$ cat src/rtl/pc_update_pkg.sv
// Shared types and constants for the PC update path: trap sequencer states,
// latched trap cause codes and the conventional next-PC source slots.
package pc_update_pkg;

   typedef enum logic [0:0] {
      RUN  = 1'b0,
      TRAP = 1'b1
   } state_t;

   localparam logic [1:0] CAUSE_NONE     = 2'b00;
   localparam logic [1:0] CAUSE_EXT      = 2'b01;
   localparam logic [1:0] CAUSE_MISALIGN = 2'b10;

   // Slot assignment of the candidates on src_data, as wired by the datapath
   localparam int SRC_PC4     = 0;
   localparam int SRC_ALUOUT  = 1;
   localparam int SRC_JUMP    = 2;
   localparam int SRC_EPC     = 3;
   localparam int SRC_SIGNEXT = 4;
   localparam int SRC_MEM     = 5;

endpackage

$ cat src/rtl/pc_src_mux.sv
// Combinational next-PC selector; valid drops when sel names no existing
// candidate so the caller can refuse the load instead of jumping to garbage.
module pc_src_mux #(
   parameter int WIDTH   = 32,
   parameter int NUM_SRC = 6,
   localparam int SEL_W  = $clog2(NUM_SRC)
) (
   input  logic [SEL_W-1:0]         sel,
   input  logic [NUM_SRC*WIDTH-1:0] src_data,
   output logic [WIDTH-1:0]         next_pc,
   output logic                     valid
);

   always_comb begin
      next_pc = '0;
      valid   = 1'b0;
      for (int i = 0; i < NUM_SRC; i++) begin
         if (sel == SEL_W'(i)) begin
            next_pc = src_data[i*WIDTH +: WIDTH];
            valid   = 1'b1;
         end
      end
   end

endmodule

$ cat src/rtl/pc_update_unit.sv
// PC and EPC registers with conditional load, selector and alignment checks,
// and a one-cycle trap sequencer that redirects the PC to exc_vector.
module pc_update_unit
   import pc_update_pkg::*;
#(
   parameter int              WIDTH       = 32,
   parameter int              NUM_SRC     = 6,
   localparam int             SEL_W       = $clog2(NUM_SRC),
   parameter logic [WIDTH-1:0] RESET_PC   = '0,
   parameter int              ALIGN_CHECK = 1
) (
   input  logic                     clk,
   input  logic                     reset,
   input  logic [SEL_W-1:0]         sel,
   input  logic [NUM_SRC*WIDTH-1:0] src_data,
   input  logic                     pc_write,
   input  logic                     pc_write_cond,
   input  logic                     cond,
   input  logic                     exc_req,
   input  logic [WIDTH-1:0]         exc_vector,
   output logic [WIDTH-1:0]         pc_out,
   output logic [WIDTH-1:0]         epc_out,
   output logic                     busy,
   output logic                     exc_ack,
   output logic [1:0]               cause,
   output logic                     sel_err
);

   state_t            state;
   logic [WIDTH-1:0]  next_pc;
   logic              next_valid;
   logic              load;
   logic              misaligned;

   pc_src_mux #(
      .WIDTH   (WIDTH),
      .NUM_SRC (NUM_SRC)
   ) u_mux (
      .sel      (sel),
      .src_data (src_data),
      .next_pc  (next_pc),
      .valid    (next_valid)
   );

   assign load       = pc_write | (pc_write_cond & cond);
   assign misaligned = (ALIGN_CHECK != 0) && (next_pc[1:0] != 2'b00);
   assign busy       = (state == TRAP);

   // External requests outrank loads; a bad selector only flags, a bad
   // target traps with EPC pointing at the instruction that asked for it.
   always_ff @(posedge clk) begin
      if (reset) begin
         pc_out  <= RESET_PC;
         epc_out <= '0;
         cause   <= CAUSE_NONE;
         state   <= RUN;
         exc_ack <= 1'b0;
         sel_err <= 1'b0;
      end else begin
         exc_ack <= 1'b0;
         sel_err <= 1'b0;
         case (state)
            RUN: begin
               if (exc_req) begin
                  epc_out <= pc_out;
                  cause   <= CAUSE_EXT;
                  state   <= TRAP;
               end else if (load && !next_valid) begin
                  sel_err <= 1'b1;
               end else if (load && misaligned) begin
                  epc_out <= pc_out;
                  cause   <= CAUSE_MISALIGN;
                  state   <= TRAP;
               end else if (load) begin
                  pc_out <= next_pc;
               end
            end
            TRAP: begin
               pc_out  <= exc_vector;
               exc_ack <= 1'b1;
               state   <= RUN;
            end
            default: state <= RUN;
         endcase
      end
   end

endmodule

$ cat config.mk
export PLATFORM = sky130hd
export DESIGN_NAME = pc_update_unit
export DESIGN_NICKNAME = d
export VERILOG_FILES = /design/src/rtl/pc_update_pkg.sv /design/src/rtl/pc_src_mux.sv /design/src/rtl/pc_update_unit.sv
export SDC_FILE = /design/constraint.sdc
export NUM_CORES = 1
export LEC_CHECK = 0
export CAP_MARGIN = 0
export CORE_MARGIN = 3
export CORE_UTILIZATION = 30
export DETAILED_ROUTE_END_ITERATION = 8
export DONT_BUFFER_PORTS = 1
export GPL_TIMING_DRIVEN = 0
export SKIP_LAST_GASP = 1
export SYNTH_ARGS = -nofsm -noshare
export SYNTH_HDL_FRONTEND = slang
export SYNTH_SLANG_ARGS = --single-unit
export TNS_END_PERCENT = 30
$ cat constraint.sdc
create_clock -name clk -period 1.9 [get_ports clk]
set_input_delay 0.38 -clock clk [delete_from_list [all_inputs] [get_ports clk]]
set_output_delay 0.38 -clock clk [all_outputs]
set_load 0.02 [all_outputs]
==> summary.md <==
| Metric | Value |
|---|---|
| Top FF cell, synth | `dfxtp_1` |
| Non-filler cells, final | `708` |
| DP HPWL | `15200 um` |
| Post-synth top area share | `31.4%` |
| CP Launch Point | `src_data[33]` |
| Max-slew violations | `0` |
| #FFs+latches synth | `69` |
| Clock power frac | `40.0%` |
| Final Critical Period | `1740 ps` |
| GPL Wtd Cong | `0.859` |
| Rel. slew slack | `60.3%` |
| Crit Path Class | `in2reg` |
| Placed cells | `689` |
| Max IR drop VDD | `0.000345 V` |
| Overflow after GRT | `0` |
| Port Buf Inserts | `0` |
| Combinational share of power | `19.7%` |
| Syn-to-layout area delta | `14.4%` |
| DRC | `0` |
| Int Pwr | `0.00313 W` |
| Design Power | `0.00452 W` |
| Synth warn | `0` |
| Hold path start | `exc_req` |
| Final worst-path cycle share | `91.6%` |
| Synth top area cells | `dfxtp_1 31%, mux2i_1 18%, nand2_1 8.9%, mux4_2 6.1%, mux2_2 3.8%` |
| Unrepaired setup endpoints after global routing | `true` |
| CP Launch Type | `input pin` |
| Vias in the first global route | `4169` |
| Number of enable flip-flop cells after synthesis | `0` |
| Commonest non-fill, non-tap cell in the layout | `nand2_1` |
| Total nets after synthesis | `742` |
| DR pass1 iterations | `5` |
| Area after DPL | `0.00466 mm2` |
| Commonest non-fill, non-tap cells in the layout | `103 x nand2_1, 80 x mux2i_1, 68 x dfxtp_1` |
| Site Rows | `43` |
| Via count | `4148` |
| Worst Skew | `6.95 ps` |
| CTS tree | `yes` |
| Register area share after synthesis | `31.4%` |
| TritonCTS sink count | `69` |
| Fmax | `574 MHz` |
| Clk slew on worst S/H paths | `60 ps` |
| Post-Route WL | `17800 um` |
| Crit. End Element | `flop` |
| Worst-Skew Late Latency | `340 ps` |
| DR WL/cell | `25.2 um` |
| Die Area | `0.0162 mm2` |
| Initial DRC count | `252` |
| WL met2 | `8900 um` |
| Share of layout cells above drive strength 1 | `15.2%` |
| CTS buffer count | `9` |
| Power Dens Cells | `897 mW/mm2` |
| Cell variety after synth | `43` |
| Top Ports | `302` |
| Die X | `127 um` |
| NetSw | `0.00139 W` |
| Mapped Area | `0.00440 mm2` |
| Sequential power share | `40.3%` |
| Clock Tree Buf Depth | `2` |
| Antenna viol nets, final | `0` |
| Area leader, netlist | `dfxtp_1` |
| Cells after Synth | `509` |
| Largest net degree at the start of global routing | `13` |
| Reg-to-reg startpoint | `busy` |
| Final-stage net count | `756` |
| Total track usage | `20.9%` |
| N_diodes | `0` |
| First-pass GRT wire length | `25800 um` |
| HP Class | `in2reg` |
| Fin area | `0.00504 mm2` |
| CTS root buf | `clkbuf_16` |
| Leak Pwr | `1.88 nW` |
| H-tree lvl count | `3` |
| Final setup viols | `0` |
| Initial core utilization | `31.2%` |
| Hold buffers post-CTS | `0` |
| Fin Hold WS | `121 ps` |
| Net Sw Frac | `30.8%` |
| CP arrival | `1980 ps` |
| Avg Cell Area, Syn | `8.65 um2` |
| Initial antenna violation count | `0` |
| Top sig layer | `met4` |
| Status | `completed` |
| Avg Vias per Cell | `5.86` |
| Die Y | `127 um` |
| Core ar. | `0.0141 mm2` |
| WL met1 | `7380 um` |
| Hold Vio Cnt, Final | `0` |
| WP data required | `2140 ps` |
| Max FO, Critical Path | `10` |
| Least-Margin Pin Slew | `595 ps` |
| Async S/R FF share, synth | `0%` |
| Fill cell count | `1428` |
| Setup TNS | `0 ps` |
| Max cap viols | `0` |
| Metal3 WL | `1070 um` |
-- timing repair --
| action | in CTS | in global routing |
|---|---|---|
| pin swaps | 0 | 1 |
| resized for setup | 10 | 9 |
| gates cloned | 0 | 0 |
| setup endpoints to repair | 48 | 43 |
| buffers inserted | 0 | 3 |
-- cells in the mapped netlist, types with 2 or more instances --
master      n
a21oi_1    32
a221oi_1   11
a22oi_1     3
a311oi_1   11
a31oi_1     3
buf_1       2
buf_2      14
buf_6       3
clkbuf_1   28
clkinv_1    2
dfxtp_1    69
inv_1       3
mux2_2     15
mux2i_1    80
mux4_2     12
nand2_1   104
nand2b_1    3
nand3_1     3
nand3b_1    2
nor2_1     18
nor2b_1    11
nor3_1     17
nor4_1      2
o211ai_1    2
o21ai_0     7
o21bai_1    3
o221ai_1   15
o311a_1     3
o31ai_1    17
-- area by class of cell --
class                           instances  area, um2  share of cell area, %
Multi-Input combinational cell        387       2810                   55.7
Sequential cell                        69       1380                   27.5
Buffer                                 48        254                   5.04
Clock buffer                           10        239                   4.75
Tap cell                              180        225                   4.47
Clock inverter                          6       86.3                   1.71
Timing Repair Buffer                    3       22.5                  0.447
Inverter                                5       20.0                  0.398
-- through the flow --
stage	util, %	setup slack (ps)
after global routing	35.7	-13.6
after detailed placement	33.0	-494
after floorplan	-	6.14
after global placement	33.0	-376
final	35.7	159
after CTS	35.5	51.1
-- worst paths after layout --
| kind | to | slack (ps) | depth (start not counted) |
|---|---|---|---|
| setup / recovery | pc_out[17] | 160 | 7 |
| hold / removal | sel_err | 120 | 1 |
| setup reg to reg | pc_out[17] | 220 | 5 |
| hold reg to reg | epc_out[12] | 560 | 2 |
-- metal layers --
metal,global-route usage (%),up-vias
met5,0,-
met4,6.81,0
met2,35.9,209
li1,-,1920
met3,3.80,33
met1,26.5,1986
-- critical path, stage by stage --
cell and delay, ps:
or3b_1 350, o311ai_1 140, and4b_1 320, buf_6 150
buf_2 230, a221oi_1 110, a311oi_1 280
-- cell families (layout without fill, tap and decap cells) --
family	Yosys count	after routing	share of synthesized area (%)
compound gates	112	112	18.1
mux	107	107	28.2
buf+inv	53	72	5.51
simple gates	168	168	16.9
flops	69	69	31.4
-- power groups by stage --
stage                     combinational (W)  sequential (W)  clock, W
after floorplan                    0.000667         0.00179         0
after global placement             0.000845         0.00185         0
after detailed placement           0.000867         0.00185         0
after CTS                          0.000876         0.00182   0.00184
after global routing               0.000979         0.00183   0.00189
final                              0.000889         0.00182   0.00181
-- state kept, by name (all words and copies together), names as in the netlist --
| name | cells |
|---|---|
| busy | 1 |
| cause | 2 |
| epc_out | 32 |
| exc_ack | 1 |
| pc_out | 32 |
| sel_err | 1 |
Note: power is estimated with default switching activity, not from simulation.
